File: src/rtl/vlsu_axi_ot_tracker.sv
// -----------------------------------------------------------------------------
// vlsu_axi_ot_tracker
//
// Purpose:
//   Sits between the vector load/store unit's AXI master port and the memory
//   interconnect. All five channels pass through with zero added latency. The
//   block only sees handshakes, last bits and response codes; payload buses
//   are routed around it. It caps and counts outstanding read (AR without its
//   R last) and write (AW without its B) bursts, reports "stores in flight"
//   and idle status, and keeps sticky response/protocol error flags.
//
// Optional feature (macro VLSU_AXI_OT_W_GATE_EN):
//   When defined, W beats are held back until their AW has been accepted, and
//   AW acceptance is limited to MaxWPend bursts whose W last is still owed.
//   When undefined, W passes through untouched and no W tracking state exists.
//
// Ports:
//   clk_i, rst_i                  clock, synchronous active-high reset
//   s_aw_*/m_aw_*                 AW handshake, gated when write cap reached
//   s_w_*/m_w_*                   W handshake (+ last), optionally gated
//   m_b_*/s_b_*                   B handshake + resp, pass-through
//   s_ar_*/m_ar_*                 AR handshake, gated when read cap reached
//   m_r_*/s_r_*                   R handshake + last + resp, pass-through
//   clr_err_i                     clears sticky error flags
//   rd_ot_o, wr_ot_o              outstanding read / write burst counts
//   st_pending_o                  writes outstanding
//   idle_o                        nothing outstanding
//   resp_err_o                    sticky: SLVERR/DECERR seen on B or R
//   proto_err_o                   sticky: B / R last with its counter at zero
// -----------------------------------------------------------------------------
module vlsu_axi_ot_tracker #(
   parameter int MaxRdOt  = 8,
   parameter int MaxWrOt  = 8,
   parameter int MaxWPend = 4,
   parameter int CntW     = $clog2(((MaxRdOt > MaxWrOt) ? MaxRdOt : MaxWrOt) + 1)
) (
   input  logic            clk_i,
   input  logic            rst_i,
   // AW
   input  logic            s_aw_valid_i,
   output logic            s_aw_ready_o,
   output logic            m_aw_valid_o,
   input  logic            m_aw_ready_i,
   // W
   input  logic            s_w_valid_i,
   input  logic            s_w_last_i,
   output logic            s_w_ready_o,
   output logic            m_w_valid_o,
   input  logic            m_w_ready_i,
   // B
   input  logic            m_b_valid_i,
   input  logic [1:0]      m_b_resp_i,
   output logic            m_b_ready_o,
   output logic            s_b_valid_o,
   input  logic            s_b_ready_i,
   // AR
   input  logic            s_ar_valid_i,
   output logic            s_ar_ready_o,
   output logic            m_ar_valid_o,
   input  logic            m_ar_ready_i,
   // R
   input  logic            m_r_valid_i,
   input  logic            m_r_last_i,
   input  logic [1:0]      m_r_resp_i,
   output logic            m_r_ready_o,
   output logic            s_r_valid_o,
   input  logic            s_r_ready_i,
   // status
   input  logic            clr_err_i,
   output logic [CntW-1:0] rd_ot_o,
   output logic [CntW-1:0] wr_ot_o,
   output logic            st_pending_o,
   output logic            idle_o,
   output logic            resp_err_o,
   output logic            proto_err_o
);

   localparam logic [CntW-1:0] RdMax   = CntW'(MaxRdOt);
   localparam logic [CntW-1:0] WrMax   = CntW'(MaxWrOt);
   localparam logic [CntW-1:0] CntZero = {CntW{1'b0}};

   // Counter step: +1/-1 cancel; a lone decrement at zero saturates at zero.
   function automatic logic [CntW-1:0] next_cnt(input logic [CntW-1:0] cnt,
                                                input logic            inc,
                                                input logic            dec);
      logic [CntW-1:0] nxt;
      case ({inc, dec})
         2'b10:   nxt = cnt + CntW'(1'b1);
         2'b01:   nxt = (cnt == CntZero) ? cnt : (cnt - CntW'(1'b1));
         default: nxt = cnt;
      endcase
      return nxt;
   endfunction

   // Error-class response (SLVERR or DECERR).
   function automatic logic is_err_resp(input logic [1:0] resp);
      return (resp == 2'b10) || (resp == 2'b11);
   endfunction

   logic [CntW-1:0] rd_cnt_r, rd_cnt_d_s;
   logic [CntW-1:0] wr_cnt_r, wr_cnt_d_s;
   logic            resp_err_r, proto_err_r;
   logic            resp_err_d_s, proto_err_d_s;

   logic rd_full_s, wr_full_s, w_pend_full_s;
   logic ar_hs_s, aw_hs_s, r_last_hs_s, b_hs_s;
   logic resp_set_s, proto_set_s;

   // Gating decodes come only from registered state, so valid never waits on ready.
   assign rd_full_s = (rd_cnt_r == RdMax);
   assign wr_full_s = (wr_cnt_r == WrMax);

   assign m_ar_valid_o = s_ar_valid_i & ~rd_full_s;
   assign s_ar_ready_o = m_ar_ready_i & ~rd_full_s;
   assign m_aw_valid_o = s_aw_valid_i & ~wr_full_s & ~w_pend_full_s;
   assign s_aw_ready_o = m_aw_ready_i & ~wr_full_s & ~w_pend_full_s;

   assign s_r_valid_o = m_r_valid_i;
   assign m_r_ready_o = s_r_ready_i;
   assign s_b_valid_o = m_b_valid_i;
   assign m_b_ready_o = s_b_ready_i;

   assign ar_hs_s     = m_ar_valid_o & m_ar_ready_i;
   assign aw_hs_s     = m_aw_valid_o & m_aw_ready_i;
   assign r_last_hs_s = m_r_valid_i & s_r_ready_i & m_r_last_i;
   assign b_hs_s      = m_b_valid_i & s_b_ready_i;

   // Response errors count on every R beat, not only the last one.
   assign resp_set_s  = (m_r_valid_i & s_r_ready_i & is_err_resp(m_r_resp_i)) |
                        (b_hs_s & is_err_resp(m_b_resp_i));
   // A completion with nothing outstanding is a protocol error even if a
   // request is accepted in the same cycle.
   assign proto_set_s = (r_last_hs_s & (rd_cnt_r == CntZero)) |
                        (b_hs_s & (wr_cnt_r == CntZero));

`ifdef VLSU_AXI_OT_W_GATE_EN
   localparam int              PendW   = $clog2(MaxWPend + 1);
   localparam logic [PendW-1:0] PendMax = PendW'(MaxWPend);

   logic [PendW-1:0] w_pend_r, w_pend_d_s;
   logic             w_open_s, w_last_hs_s;

   // W may only flow once its AW has been accepted.
   assign w_open_s      = (w_pend_r != {PendW{1'b0}});
   assign w_pend_full_s = (w_pend_r == PendMax);
   assign m_w_valid_o   = s_w_valid_i & w_open_s;
   assign s_w_ready_o   = m_w_ready_i & w_open_s;
   assign w_last_hs_s   = s_w_valid_i & m_w_ready_i & w_open_s & s_w_last_i;

   // Next value of the owed-W-last count; gating makes underflow impossible.
   always_comb begin
      w_pend_d_s = w_pend_r;
      case ({aw_hs_s, w_last_hs_s})
         2'b10:   w_pend_d_s = w_pend_r + PendW'(1'b1);
         2'b01:   w_pend_d_s = w_pend_r - PendW'(1'b1);
         default: w_pend_d_s = w_pend_r;
      endcase
   end

   // Owed-W-last count register.
   always_ff @(posedge clk_i) begin
      if (rst_i) begin
         w_pend_r <= {PendW{1'b0}};
      end else begin
         w_pend_r <= w_pend_d_s;
      end
   end
`else
   logic w_last_unused_s;

   assign w_last_unused_s = s_w_last_i;
   assign w_pend_full_s   = 1'b0;
   assign m_w_valid_o     = s_w_valid_i;
   assign s_w_ready_o     = m_w_ready_i;
`endif

   // Next-state for counters and sticky flags; a set beats a same-cycle clear.
   always_comb begin
      rd_cnt_d_s    = next_cnt(rd_cnt_r, ar_hs_s, r_last_hs_s);
      wr_cnt_d_s    = next_cnt(wr_cnt_r, aw_hs_s, b_hs_s);
      resp_err_d_s  = resp_set_s  | (resp_err_r  & ~clr_err_i);
      proto_err_d_s = proto_set_s | (proto_err_r & ~clr_err_i);
   end

   // Tracking state registers.
   always_ff @(posedge clk_i) begin
      if (rst_i) begin
         rd_cnt_r    <= CntZero;
         wr_cnt_r    <= CntZero;
         resp_err_r  <= 1'b0;
         proto_err_r <= 1'b0;
      end else begin
         rd_cnt_r    <= rd_cnt_d_s;
         wr_cnt_r    <= wr_cnt_d_s;
         resp_err_r  <= resp_err_d_s;
         proto_err_r <= proto_err_d_s;
      end
   end

   assign rd_ot_o      = rd_cnt_r;
   assign wr_ot_o      = wr_cnt_r;
   assign st_pending_o = (wr_cnt_r != CntZero);
   assign idle_o       = (rd_cnt_r == CntZero) & (wr_cnt_r == CntZero);
   assign resp_err_o   = resp_err_r;
   assign proto_err_o  = proto_err_r;

endmodule

File: config.mk
export PLATFORM = sky130hd
export DESIGN_NAME = vlsu_axi_ot_tracker
export DESIGN_NICKNAME = d
export VERILOG_FILES = /design/src/rtl/vlsu_axi_ot_tracker.sv
export SDC_FILE = /design/constraint.sdc
export NUM_CORES = 1
export LEC_CHECK = 0
export ABC_AREA = 1
export CAP_MARGIN = 20
export CORE_UTILIZATION = 43
export CTS_BUF_LIST = sky130_fd_sc_hd__clkbuf_4 sky130_fd_sc_hd__clkbuf_8 sky130_fd_sc_hd__clkbuf_16
export CTS_CLUSTER_DIAMETER = 150
export DETAILED_ROUTE_END_ITERATION = 7
export GPL_ROUTABILITY_DRIVEN = 0
export HOLD_SLACK_MARGIN = 0.05
export PLACE_DENSITY = 0.81
export SYNTH_ARGS = -nofsm -noshare
export SYNTH_HDL_FRONTEND = slang
export SYNTH_SLANG_ARGS = --single-unit
File: constraint.sdc
create_clock -name clk_i -period 2.53 [get_ports clk_i]
set_input_delay 0.506 -clock clk_i [delete_from_list [all_inputs] [get_ports clk_i]]
set_output_delay 0.506 -clock clk_i [all_outputs]
set_load 0.01 [all_outputs]
# After elaboration in Yosys (flattened, before gate mapping)

Index checks and enable logic that the tools add are counted.

Output and inout port bits: 22
Logic and storage cells: 56
Register bits after elaboration: 10

Muxes and demuxes: 4
$add $sub $neg: 4
Reduce and logical (&&, ||, !) cells: 9
Bitwise logic cells: 23
Equal/unequal tests: 12

Operators with widths:

| cell                  | count |
|---|---|
| $and A1 B1 Y1         | 16 |
| $pmux W4 S2           | 2 |
| $eq A2 B2 Y1 const B  | 6 |
| $add A4 B1 Y4 const B | 2 |
| $eq A4 B4 Y1 const B  | 2 |
| $logic_not A4 Y1      | 2 |
| $mux W4               | 2 |
| $sub A4 B1 Y4 const B | 2 |
| $eq A2 B1 Y1 const B  | 2 |
| $ne A2 B2 Y1 const B  | 2 |
| $or A1 B1 Y1          | 4 |
| $reduce_and A2 Y1     | 2 |
| $reduce_bool A2 Y1    | 2 |
| $reduce_bool A4 Y1    | 1 |
| $not A1 Y1            | 3 |
| $logic_or A1 B1 Y1    | 2 |

# Depth between registers and ports, before layout

Gate-level depths: netlist of run 1.

Depth after elaboration: 7
Mapped depth: 14
Gate-level depth less buffers: 14

# Worst setup path after synthesis of run 1

Ideal clock, no wire load.

Path kind: in2reg
From: input port m_r_last_i
To: register rd_cnt_r[2], in the netlist rd_ot_o[2]
Arrival: 1439 ps
Buffers on the path: 0
Slack: 971 ps
Cell stages on the path: 10
Cells stage by stage: and3_2 > nand2_4 > nand2_2 > nand2_1 > inv_2 > ha_1 > inv_1 > nand2_1 > xor2_1 > a21oi_1

Word-level cells in the longest chain between the ends: 4

Ends and longest elaborated chain:

| what                                                         | RTL line | RTL |
|---|---|---|
| start: declaration                                           | 63       | `input logic m_r_last_i,` |
| $and A1 B1 Y1 (*)                                            | 125      | `assign r_last_hs_s = m_r_valid_i & s_r_ready_i & m_r_last_i;` |
| $eq A2 B1 Y1 or $eq A2 B2 Y1 (tied branches)                 | 87       | `case ({inc, dec})` |
| $ne A2 B2 Y1 (no line) or $reduce_bool A2 Y1 (tied branches) | n/a      |  |
| $reduce_and A2 Y1 (no line)                                  | n/a      |  |
| end signal: assignment                                       | 188      | `rd_cnt_r <= CntZero;` |
| end signal: assignment                                       | 193      | `rd_cnt_r <= rd_cnt_d_s;` |
| end: declaration                                             | 100      | `logic [CntW-1:0] rd_cnt_r, rd_cnt_d_s;` |

Every way passes the cells marked *; elsewhere a longest branch is shown, timed or not.
A chain may end at the register's enable or synchronous reset.

# Worst setup path after layout of run 1

From: input port s_ar_valid_i
To: output port m_ar_valid_o

Word-level cells in the longest chain between the ends: 1

Ends and longest elaborated chain:

| what               | RTL line | RTL |
|---|---|---|
| start: declaration | 57       | `input logic s_ar_valid_i,` |
| $and A1 B1 Y1      | 113      | `assign m_ar_valid_o = s_ar_valid_i & ~rd_full_s;` |
| end: declaration   | 59       | `output logic m_ar_valid_o,` |

Every way passes these cells.

==> results summary, run 1 <==
The flow ran to the end, and the final reports show no timing, DRC or antenna violations. The slew of the pin with the lowest slew margin is 289.2 ps. In this run, the number of DRC markers left after iteration 0 of detailed routing was 16.

After clock tree synthesis, the clock-pin slew on the worst setup and hold paths is 60 ps. Post-CTS repair changed the size of 0 cells. The unique cell type count in the Yosys netlist is 24. The arrival time reported for the critical path endpoint came out at 1780 ps. The antenna cell count is 0. The worst path required time came out at 2020 ps. The number of filler instances in the final layout came out at 163. Ranked by total cell area, the synthesized netlist is headed by dfxtp_1, inv_1, nand2_1. The count of buffers added on input and output ports is 33.

The via count of the first global-routing pass came out at 715. The gate count after technology mapping is 126. The cell sitting at the root of the clock tree is a clkbuf_4. The area growth from synthesis to layout is 42.15%. The wire length per cell came out at 10.41 um.

The part of the cycle the worst path needs came out at 0.9046. Setup repair after global routing left no endpoint under its margin. The path depth of the worst reg2reg path came out at 13. The max capacitance violation total came out at 0. For the final database, setup skew stands at 6.224 ps.

For the finished layout, the period the worst path requires is 2289 ps. The synthesized area is 837.1 sq um. Traced cell by cell, the critical path runs through clkdlybuf4s50_1, a21boi_0, clkdlybuf4s50_1. Hold repair after CTS inserted 0 buffers. Summed over all failing endpoints, the final setup total negative slack is 0 ps. The cell count of the worst hold path came out at 2. Of all nets on the critical path, the largest fanout is 2. The via-per-instance ratio came out at 4.758. The number of warnings issued by yosys is 0. The overall routed net length came out at 1.894 mm. The number of cells in the finished layout apart from fillers came out at 182.

The worst slew margin relative to its limit is 0.8051. The die width is 46.12 um. The number of cells on the critical path came out at 3. The sum of overflow across all layers after global routing came out at 0. The total number of vias came out at 866. Summed over all instances, the cell type with the most area after synthesis is dfxtp_1.

The leakage dissipation came out at 0.5573 nW. The instance count after placement with tap cells included came out at 178. The global-route wire length before repair is 2.973 mm.

Setup slack on the worst reg-to-reg path comes out at 880 ps. The final number of hold-violating endpoints came to 0. 41 I/O pins were placed.

The post-synth net total came out at 147. The standard cell core area is 1783 sq um. The flip-flop and latch area came out at 200.2 sq um. The die covers 2127 sq um.

The number of antenna violations at the first check in global routing is 0. In the routed design, unresolved DRC markers number 0. By instance count, the cell type seen most on the critical path is clkdlybuf4s50_1.

The worst setup path is of the in -> out kind. The final count of pins violating max slew was 0. The peak supply drop came out at 0.2830 mV. The worst setup path is captured at a primary output.

The fmax came out at 0.4369 GHz. The latest clock arrival within the worst-skew pair is 270 ps. The initial utilization of the core area, before any placement, comes to 0.4695. The y dimension of the die came out at 46.12 um. The tightest min-delay check is of the reg -> reg type.

The power density over the cells is 480.6 nW/um^2. The post-CTS setup buffer count came out at 0. CTS saw 10 sinks. In this design, the largest share of critical-path delay is due to buffers and inverters. Counting both buffers and inverters, the worst setup path holds a total of 2.

Entering global routing, the biggest net connects 9 pins. The sequential area share after synthesis is 0.2392. Before antenna repair, the detailed router went through 4 iterations. The highest cell delay on the worst timing path is 560 ps. The multi-input combinational cells in the finished layout cover a total of 486.7 sq um.

The remaining number of nets flagged by the antenna check after routing is 0. The half-perimeter wire length of the detailed placement result is 1.580 mm. Averaged over all synthesized cells, the footprint is 6.643 sq um. The share of Yosys cell area claimed by the top area cell type is 0.2392. The number of placement rows came out at 15. The final layout net count came out at 179. The H-tree depth is 1. The synthesis-stage register bit count came out at 10. For this run, the total global-route usage over all layers was measured as 0.1946. The sort of element at the start of the critical path is an input pin. The number of buffers created by CTS came out at 3.

The final count of negative-setup-slack endpoints came out at 0. The TritonCTS clock tree is built. The worst-case clock buffer depth came out at 2. The fraction of layout instances using a drive strength above 1 is 0.1911. The cell at the slowest stage of the critical path is clkdlybuf4s50_1.
-- area by class of cell --
class                           count  area share
Tap cell                           25     0.02629
Clock buffer                        4     0.03049
Sequential cell                    10      0.1682
Inverter                           28     0.08833
Timing Repair Buffer               33      0.2776
Multi-Input combinational cell     82      0.4090
-- worst min-delay path: cells and delay by family (launching register included) --
family,cells,cell delay (ps)
flip-flops,1,360
AND/OR/NAND/NOR,1,80
AO/OA/AOI/OAI,1,50
-- where the power goes --
group / switching [mW] / leakage [nW] / internal, mW
registers: 0.0184 / 0.0822 / 0.173
clock network: 0.0590 / 0.0210 / 0.0875
logic: 0.117 / 0.454 / 0.117
total: 0.194 / 0.557 / 0.378
-- per-layer routing --
layer / wire [um] / track usage / share of wire
met1: 823 / 0.2488 / 0.43
met2: 920 / 0.3211 / 0.49
met3: 131 / 0.02745 / 0.069
met4: 19 / 0.08824 / 0.010
met5: 0 / 0 / 0
-- sequential cells by signal, indices dropped and copies added (netlist names) --
signal	count
resp_err_o	1
wr_ot_o	4
proto_err_o	1
rd_ot_o	4
-- logic make-up after synthesis --
group           after synthesis  synth area share
fa+ha+maj                     2           0.02989
xor+xnor                      3           0.03140
compound gates               24            0.1719
flops                        10            0.2392
buf+inv                      34            0.1794
simple gates                 53            0.3483
-- final timing paths --
check / start / to
max: s_ar_valid_i / m_ar_valid_o
min: wr_ot_o[2]$_SDFFE_PP0P_ / wr_ot_o[2]$_SDFFE_PP0P_
max reg2reg: wr_ot_o[2]$_SDFFE_PP0P_ / wr_ot_o[2]$_SDFFE_PP0P_
min reg2reg: wr_ot_o[2]$_SDFFE_PP0P_ / wr_ot_o[2]$_SDFFE_PP0P_
-- cell usage in the layout, fill, tap and decap left out, types with 3 or more instances in the layout --
| cell | instances |
|---|---|
| nor2_2 | 4 |
| nand3_1 | 10 |
| nand3_2 | 4 |
| clkbuf_4 | 3 |
| clkdlybuf4s50_1 | 33 |
| nand2_1 | 20 |
| inv_1 | 21 |
| nor2_1 | 4 |
| inv_2 | 7 |
| xor2_1 | 3 |
| dfxtp_1 | 10 |
| o21ai_0 | 10 |
| nand2_2 | 6 |
| a21oi_1 | 7 |
-- synth_stat cells --
cell type and number:
and2_1 2, nand2_1 20, nand3_2 4, nand3_1 10, dfxtp_1 10, nand3_4 1
a21oi_1 7, o22ai_1 1, o21ai_0 10, buf_4 6, ha_1 2, nor2_2 4
inv_2 7, o211ai_1 1, a21oi_4 1, a21oi_2 1, xor2_1 3, inv_1 21
nor2_1 4, and3_2 1, nand2_4 1, nand2_2 6, o21ai_1 1, a21boi_0 2
-- metrics by stage --
| stage | hold WS, ps | utilization | power (mW) | area, sq um | worst slack (ps) |
|---|---|---|---|---|---|
| floorplan | 513.6 | - | 0.3260 | 837.1 | 971.4 |
| global placement | 504.2 | 0.6470 | 0.4229 | 1154 | 263.8 |
| detailed placement | 525.2 | 0.6470 | 0.4301 | 1154 | 219.6 |
| CTS | 534.6 | 0.6674 | 0.5769 | 1190 | 221.4 |
| global route | 563.8 | 0.6674 | 0.6093 | 1190 | 132.0 |
| finish | 537.5 | 0.6674 | 0.5719 | 1190 | 241.3 |
(Power assumes the default switching activity.)
==> inputs of run 2 (changes only) <==
Settings changed: TNS_END_PERCENT set to 30.
==> results of run 2 <==
Same layout as run 1: the final DEF is identical, and so are final timing and power.
